<file path="src/rtl/mux_scan_sampler_pkg.sv">
// rtl/mux_scan_sampler_pkg.sv - shared types and sizes for the mux scan sampler
package mux_scan_pkg;

  localparam int N_CH  = 8;
  localparam int SEL_W = 3;
  localparam int CNT_W = 4;

  typedef enum logic [1:0] {
    IDLE = 2'd0,
    SCAN = 2'd1,
    DONE = 2'd2
  } state_t;

endpackage

</file>
<file path="src/rtl/mux_scan_sampler_if.sv">
// rtl/mux_scan_sampler_if.sv - captured-byte valid/ready handshake bundle
interface mux_scan_sampler_if;

  logic [mux_scan_pkg::N_CH-1:0] data_out;
  logic                          valid;
  logic                          ready;

  modport master (
    output data_out,
    output valid,
    input  ready
  );

  modport slave (
    input  data_out,
    input  valid,
    output ready
  );

endinterface

</file>
<file path="src/rtl/mux_scan_sampler_settle_timer.sv">
// rtl/mux_scan_sampler_settle_timer.sv - per-channel settle down-counter with zero flag
module settle_timer
  import mux_scan_pkg::*;
(
  input  logic             clk,
  input  logic             rst,
  input  logic             load,
  input  logic [CNT_W-1:0] load_val,
  input  logic             dec,
  output logic             zero
);

  logic [CNT_W-1:0] cnt_q;

  // Load wins over decrement; the counter parks at zero rather than wrapping.
  always_ff @(posedge clk) begin
    if (rst) begin
      cnt_q <= '0;
    end else if (load) begin
      cnt_q <= load_val;
    end else if (dec && (cnt_q != '0)) begin
      cnt_q <= cnt_q - CNT_W'(1);
    end
  end

  assign zero = (cnt_q == '0);

endmodule

</file>
<file path="src/rtl/mux_scan_sampler.sv">
// rtl/mux_scan_sampler.sv - steps an 8:1 mux select and packs the sampled bits into a byte
module mux_scan_sampler
  import mux_scan_pkg::*;
#(
  parameter int SETTLE_CYCLES = 2,
  parameter bit CONTINUOUS    = 1'b0
) (
  input  logic               clk,
  input  logic               rst,
  input  logic               start,
  input  logic               y,
  output logic               s0,
  output logic               s1,
  output logic               s2,
  mux_scan_sampler_if.master bus,
  output logic               busy
);

  state_t            state_q, state_d;
  logic [SEL_W-1:0]  sel_q, sel_d;
  logic [N_CH-1:0]   shadow_q, shadow_d;
  logic [N_CH-1:0]   data_q, data_d;
  logic              valid_q, valid_d;
  logic              busy_q, busy_d;
  logic              tmr_load, tmr_dec, tmr_zero;

  settle_timer u_settle_timer (
    .clk      (clk),
    .rst      (rst),
    .load     (tmr_load),
    .load_val (CNT_W'(SETTLE_CYCLES)),
    .dec      (tmr_dec),
    .zero     (tmr_zero)
  );

  // State and datapath registers; reset drops any partial or pending frame.
  always_ff @(posedge clk) begin
    if (rst) begin
      state_q  <= IDLE;
      sel_q    <= '0;
      shadow_q <= '0;
      data_q   <= '0;
      valid_q  <= 1'b0;
      busy_q   <= 1'b0;
    end else begin
      state_q  <= state_d;
      sel_q    <= sel_d;
      shadow_q <= shadow_d;
      data_q   <= data_d;
      valid_q  <= valid_d;
      busy_q   <= busy_d;
    end
  end

  // Next-state: hold each select for SETTLE_CYCLES+1 clocks, sample y on the last one.
  always_comb begin
    state_d  = state_q;
    sel_d    = sel_q;
    shadow_d = shadow_q;
    data_d   = data_q;
    valid_d  = valid_q;
    busy_d   = busy_q;
    tmr_load = 1'b0;
    tmr_dec  = 1'b0;

    case (state_q)
      IDLE: begin
        if (start) begin
          sel_d    = '0;
          shadow_d = '0;
          tmr_load = 1'b1;
          busy_d   = 1'b1;
          state_d  = SCAN;
        end
      end

      SCAN: begin
        if (!tmr_zero) begin
          tmr_dec = 1'b1;
        end else begin
          shadow_d[sel_q] = y;
          if (sel_q == SEL_W'(N_CH - 1)) begin
            // Publish the whole frame at once, last bit included.
            data_d  = shadow_d;
            valid_d = 1'b1;
            busy_d  = 1'b0;
            state_d = DONE;
          end else begin
            sel_d    = sel_q + SEL_W'(1);
            tmr_load = 1'b1;
          end
        end
      end

      DONE: begin
        // start is deliberately ignored here, even alongside ready.
        if (bus.ready) begin
          valid_d = 1'b0;
          sel_d   = '0;
          if (CONTINUOUS) begin
            shadow_d = '0;
            tmr_load = 1'b1;
            busy_d   = 1'b1;
            state_d  = SCAN;
          end else begin
            state_d = IDLE;
          end
        end
      end

      default: begin
        state_d = IDLE;
      end
    endcase
  end

  assign s0           = sel_q[0];
  assign s1           = sel_q[1];
  assign s2           = sel_q[2];
  assign bus.data_out = data_q;
  assign bus.valid    = valid_q;
  assign busy         = busy_q;

endmodule
</file>
<file path="src/flat_wrapper.sv">
// flat-port wrapper written by rule: the top's interface ports become plain ports
module mux_scan_sampler_flat import mux_scan_pkg::*;
#(
  parameter int SETTLE_CYCLES = 2,
  parameter bit CONTINUOUS    = 1'b0
)
  (clk, rst, start, y, s0, s1, s2, busy, bus_data_out, bus_valid, bus_ready);
  mux_scan_sampler_if bus_i ();
  input  logic clk;
  input  logic rst;
  input  logic start;
  input  logic y;
  output logic s0;
  output logic s1;
  output logic s2;
  output logic busy;
  output wire logic [$bits(bus_i.data_out)-1:0] bus_data_out;
  output wire logic [$bits(bus_i.valid)-1:0] bus_valid;
  input wire logic [$bits(bus_i.ready)-1:0] bus_ready;
  assign bus_data_out = bus_i.data_out;
  assign bus_valid = bus_i.valid;
  assign bus_i.ready = bus_ready;
  mux_scan_sampler #(.SETTLE_CYCLES(SETTLE_CYCLES), .CONTINUOUS(CONTINUOUS)) u_core (.clk(clk), .rst(rst), .start(start), .y(y), .s0(s0), .s1(s1), .s2(s2), .bus(bus_i), .busy(busy));
endmodule
</file>
<file path="config.mk">
export PLATFORM = sky130hd
export DESIGN_NAME = mux_scan_sampler_flat
export DESIGN_NICKNAME = d
export VERILOG_FILES = /design/src/rtl/mux_scan_sampler_pkg.sv /design/src/rtl/mux_scan_sampler_if.sv /design/src/rtl/mux_scan_sampler_settle_timer.sv /design/src/rtl/mux_scan_sampler.sv /design/src/flat_wrapper.sv
export SDC_FILE = /design/constraint.sdc
export NUM_CORES = 1
export LEC_CHECK = 0
export ABC_AREA = 1
export CAP_MARGIN = 20
export CORE_ASPECT_RATIO = 1.5
export CORE_MARGIN = 2
export CORE_UTILIZATION = 35
export DETAILED_ROUTE_END_ITERATION = 8
export GPL_TIMING_DRIVEN = 0
export SYNTH_ARGS = -nofsm -noshare
export SYNTH_HDL_FRONTEND = slang
export SYNTH_SLANG_ARGS = --single-unit
</file>
<file path="constraint.sdc">
create_clock -name clk -period 1.7 [get_ports clk]
set_clock_uncertainty 0.15 [all_clocks]
set_input_delay 0.34 -clock clk [delete_from_list [all_inputs] [get_ports clk]]
set_output_delay 0.34 -clock clk [all_outputs]
set_load 0.01 [all_outputs]
</file>
==> out/metrics.csv <==
metric;value;unit
status;complete, no violations;
core_area;0.00365;mm2
yosysWarnings;0;
dpl.cell_count;238;
overflow;0;
port_buffers;17;
cts.clk_slew.worst_paths;100;ps
critPathCaptureType;output pin;
synthSimpleGateAreaFrac;0.350;
wl_per_cell;12.3;um
row_count;27;
cts_sinks;27;
dieArea;0.00429;mm2
start_util;0.362;
fmax;607;MHz
finalHoldViolCount;0;
yosys.area.top_type;dfxtp_1;
post_synth_num_cell_types;26;
detail_route.vias_per_cell;4.93;
grt_pass1_wl;5040;um
synth_edf_count;0;
synth_area;0.00132;mm2
critical_path.max_fanout;2;
period_share;0.969;
n_antenna_cell;0;
drv_cap;0;
nNetsFinal;212;
htree_levels;1;
cts_made_buffers;3;
final_cell_area;0.00165;mm2
path_class;flop to output pin;
place_ws;-47.4;ps
synth_ff_type;dfxtp_1;
drt_first_pass_iters;4;
dpl.hpwl;2170;um
cts_max_path_buffers;2;
clk_latency;280;ps
cts_hold_buffers;0;
synth-xor-area-share;0.0133;
avgSynthCellArea;7.42;um2
syn_to_final_growth;24.6;%
setup_violations;0;
reg2reg_depth;6;
maxSlewViolCount;0;
path_buf_inv;1;
cts_tree;built;
whs;317;ps
min_period;1650;ps
grt_max_degree;17;
synth.most_common_cell;nand2_1;
startpoint;u_core.bus.data_out[3]$_SDFFE_PP0P_;
vias;1214;
grt_use_total;0.157;
synth_compound_area_frac;0.134;
ant_nets;0;
netlist_instances;178;
pin_count;18;
gp_congestion;0.773;
synth_top_family_by_area;simple AND/OR/NAND/NOR gates;
clock_tree.root_cell;clkbuf_8;
powerDensity;898;mW/mm2
drt_iter0_drc;26;
cp_num_cells;1;
setup_ws;53.4;ps
netlist_top_cells_count;nand2_1 (49), dfxtp_1 (27), nand3_1 (21);
muxShareOfSynthArea;0;
die_width;54.2;um
arrival;1160;ps
fin_util;0.451;
worstPathRequired;1210;ps
ir_drop;0.000578;V
hold_path.class;flop to flop;
worst-r2r-setup-slack;110;ps
first_global_vias;1128;
crit_slowest_cell;clkdlybuf4s50_1;
ys_seq_area_frac;0.409;
reg2reg_to;u_core.u_settle_timer.cnt_q[3]$_SDFFE_PP0P_;
yosys.area_share.adder;0.0284;
critPathMaxStageDelay;530;ps
fin_setup_tns;0;ps
synth_area_leaders;dfxtp_1 (41%), nand2_1 (14%), nand3_1 (8.0%);
die_h;79.3;um
crit_family;buffers and inverters;
ys_ff_latch;27;
drc_errors;0;
place_area;0.00155;mm2
final_cells;246;
drive_gt1_frac;0.148;
slew_headroom;0.650;
synth_top_area_share;0.409;
tightest_slew;526;ps
reg2reg_from;u_core.sel_q[1]$_SDFFE_PP0P_;
synth_nets;186;
power;1.48;mW
async_flop_share;0;
worstSetupEndpoint;bus_data_out[3];
totalWireLength;3020;um
crit_chain;clkdlybuf4s50_1;
startpoint_type;flop;
power.leakage;0.655;nW
antenna_found_initial;0;
[routing by layer]
metal / vias up / global-route usage / wire (um)
met5: - / 0 / 0
met4: 0 / 0.0475 / 39
met3: 5 / 0.0282 / 103
met2: 22 / 0.269 / 1560
met1: 550 / 0.194 / 1310
li1: 637 / - / -
[state kept, by name, summed over array words and instances (netlist names)]
signal	cells
u_core.sel_q	3
u_core.bus.valid	1
u_core.shadow_q	8
u_core.u_settle_timer.cnt_q	4
u_core.bus.data_out	8
u_core.state_q	2
u_core.busy	1
[how the worst min path moves through the flow]
stage	from	to	slack, ps	cells past startpoint
2_1_floorplan	u_core.shadow_q[7]$_SDFFE_PP0P_	u_core.shadow_q[7]$_SDFFE_PP0P_	310	2
3_3_place_gp	u_core.bus.data_out[7]$_SDFFE_PP0P_	u_core.bus.data_out[7]$_SDFFE_PP0P_	300	2
3_5_place_dp	u_core.bus.data_out[7]$_SDFFE_PP0P_	u_core.bus.data_out[7]$_SDFFE_PP0P_	310	2
4_1_cts	u_core.bus.data_out[2]$_SDFFE_PP0P_	u_core.bus.data_out[2]$_SDFFE_PP0P_	320	2
5_1_grt	u_core.busy$_SDFFE_PP0P_	u_core.busy$_SDFFE_PP0P_	340	2
6_report	u_core.bus.data_out[7]$_SDFFE_PP0P_	u_core.bus.data_out[7]$_SDFFE_PP0P_	320	2
[where the power goes]
group / switching, mW / leakage, nW / total [mW] / internal (mW)
Sequential: 0.0377 / 0.221 / 0.706 / 0.669
Combinational: 0.247 / 0.413 / 0.393 / 0.146
Clock: 0.212 / 0.0217 / 0.379 / 0.167
[cells in the final DEF, fill, tap and decap left out]
cell and n:
xnor2_1 1, inv_1 15, nor2_8 1, o21bai_1 2, inv_2 1, nor3_1 1, nand2_2 4, clkbuf_8 3
buf_6 1, nand3b_1 1, nor2_4 2, clkbuf_1 2, nand4_1 5, o31ai_1 1, buf_4 4, ha_1 1
xor2_1 1, clkdlybuf4s50_1 13, nand2_1 48, dlymetal6s2s_1 1, dfxtp_4 3, inv_4 1, nand3_2 3, o21a_1 1
nor2_1 7, dfxtp_1 24, clkinvlp_4 1, o21ai_0 8, nand3_1 20, a21oi_1 18, ha_2 2, a21oi_2 2
nand2_4 2, dlygate4sd2_1 3
[layout make-up]
| type | count | area, um2 |
|---|---|---|
| Multi-Input combinational cell | 131 | 708 |
| Fill cell | 397 | 2000 |
| Inverter | 17 | 66.3 |
| Sequential cell | 27 | 552 |
| Tap cell | 43 | 53.8 |
| Clock buffer | 3 | 41.3 |
| Clock inverter | 1 | 7.51 |
| Timing Repair Buffer | 21 | 199 |
| Buffer | 3 | 18.8 |
[timing repair]
| item | CTS | global route |
|---|---|---|
| resized for setup | 10 | 4 |
| hold endpoints to repair | 0 | 0 |
| pin swaps | 0 | 1 |
| gates cloned | 0 | 0 |
| buffers inserted | 0 | 4 |
| endpoints found under the setup margin | 11 | 15 |
[kinds of logic after synthesis]
logic type | Yosys count
compound gates | 32
xor+xnor | 2
fa+ha+maj | 3
buf+inv | 20
flops | 27
simple gates | 94
No activity file was read; power rests on OpenSTA's default activity.
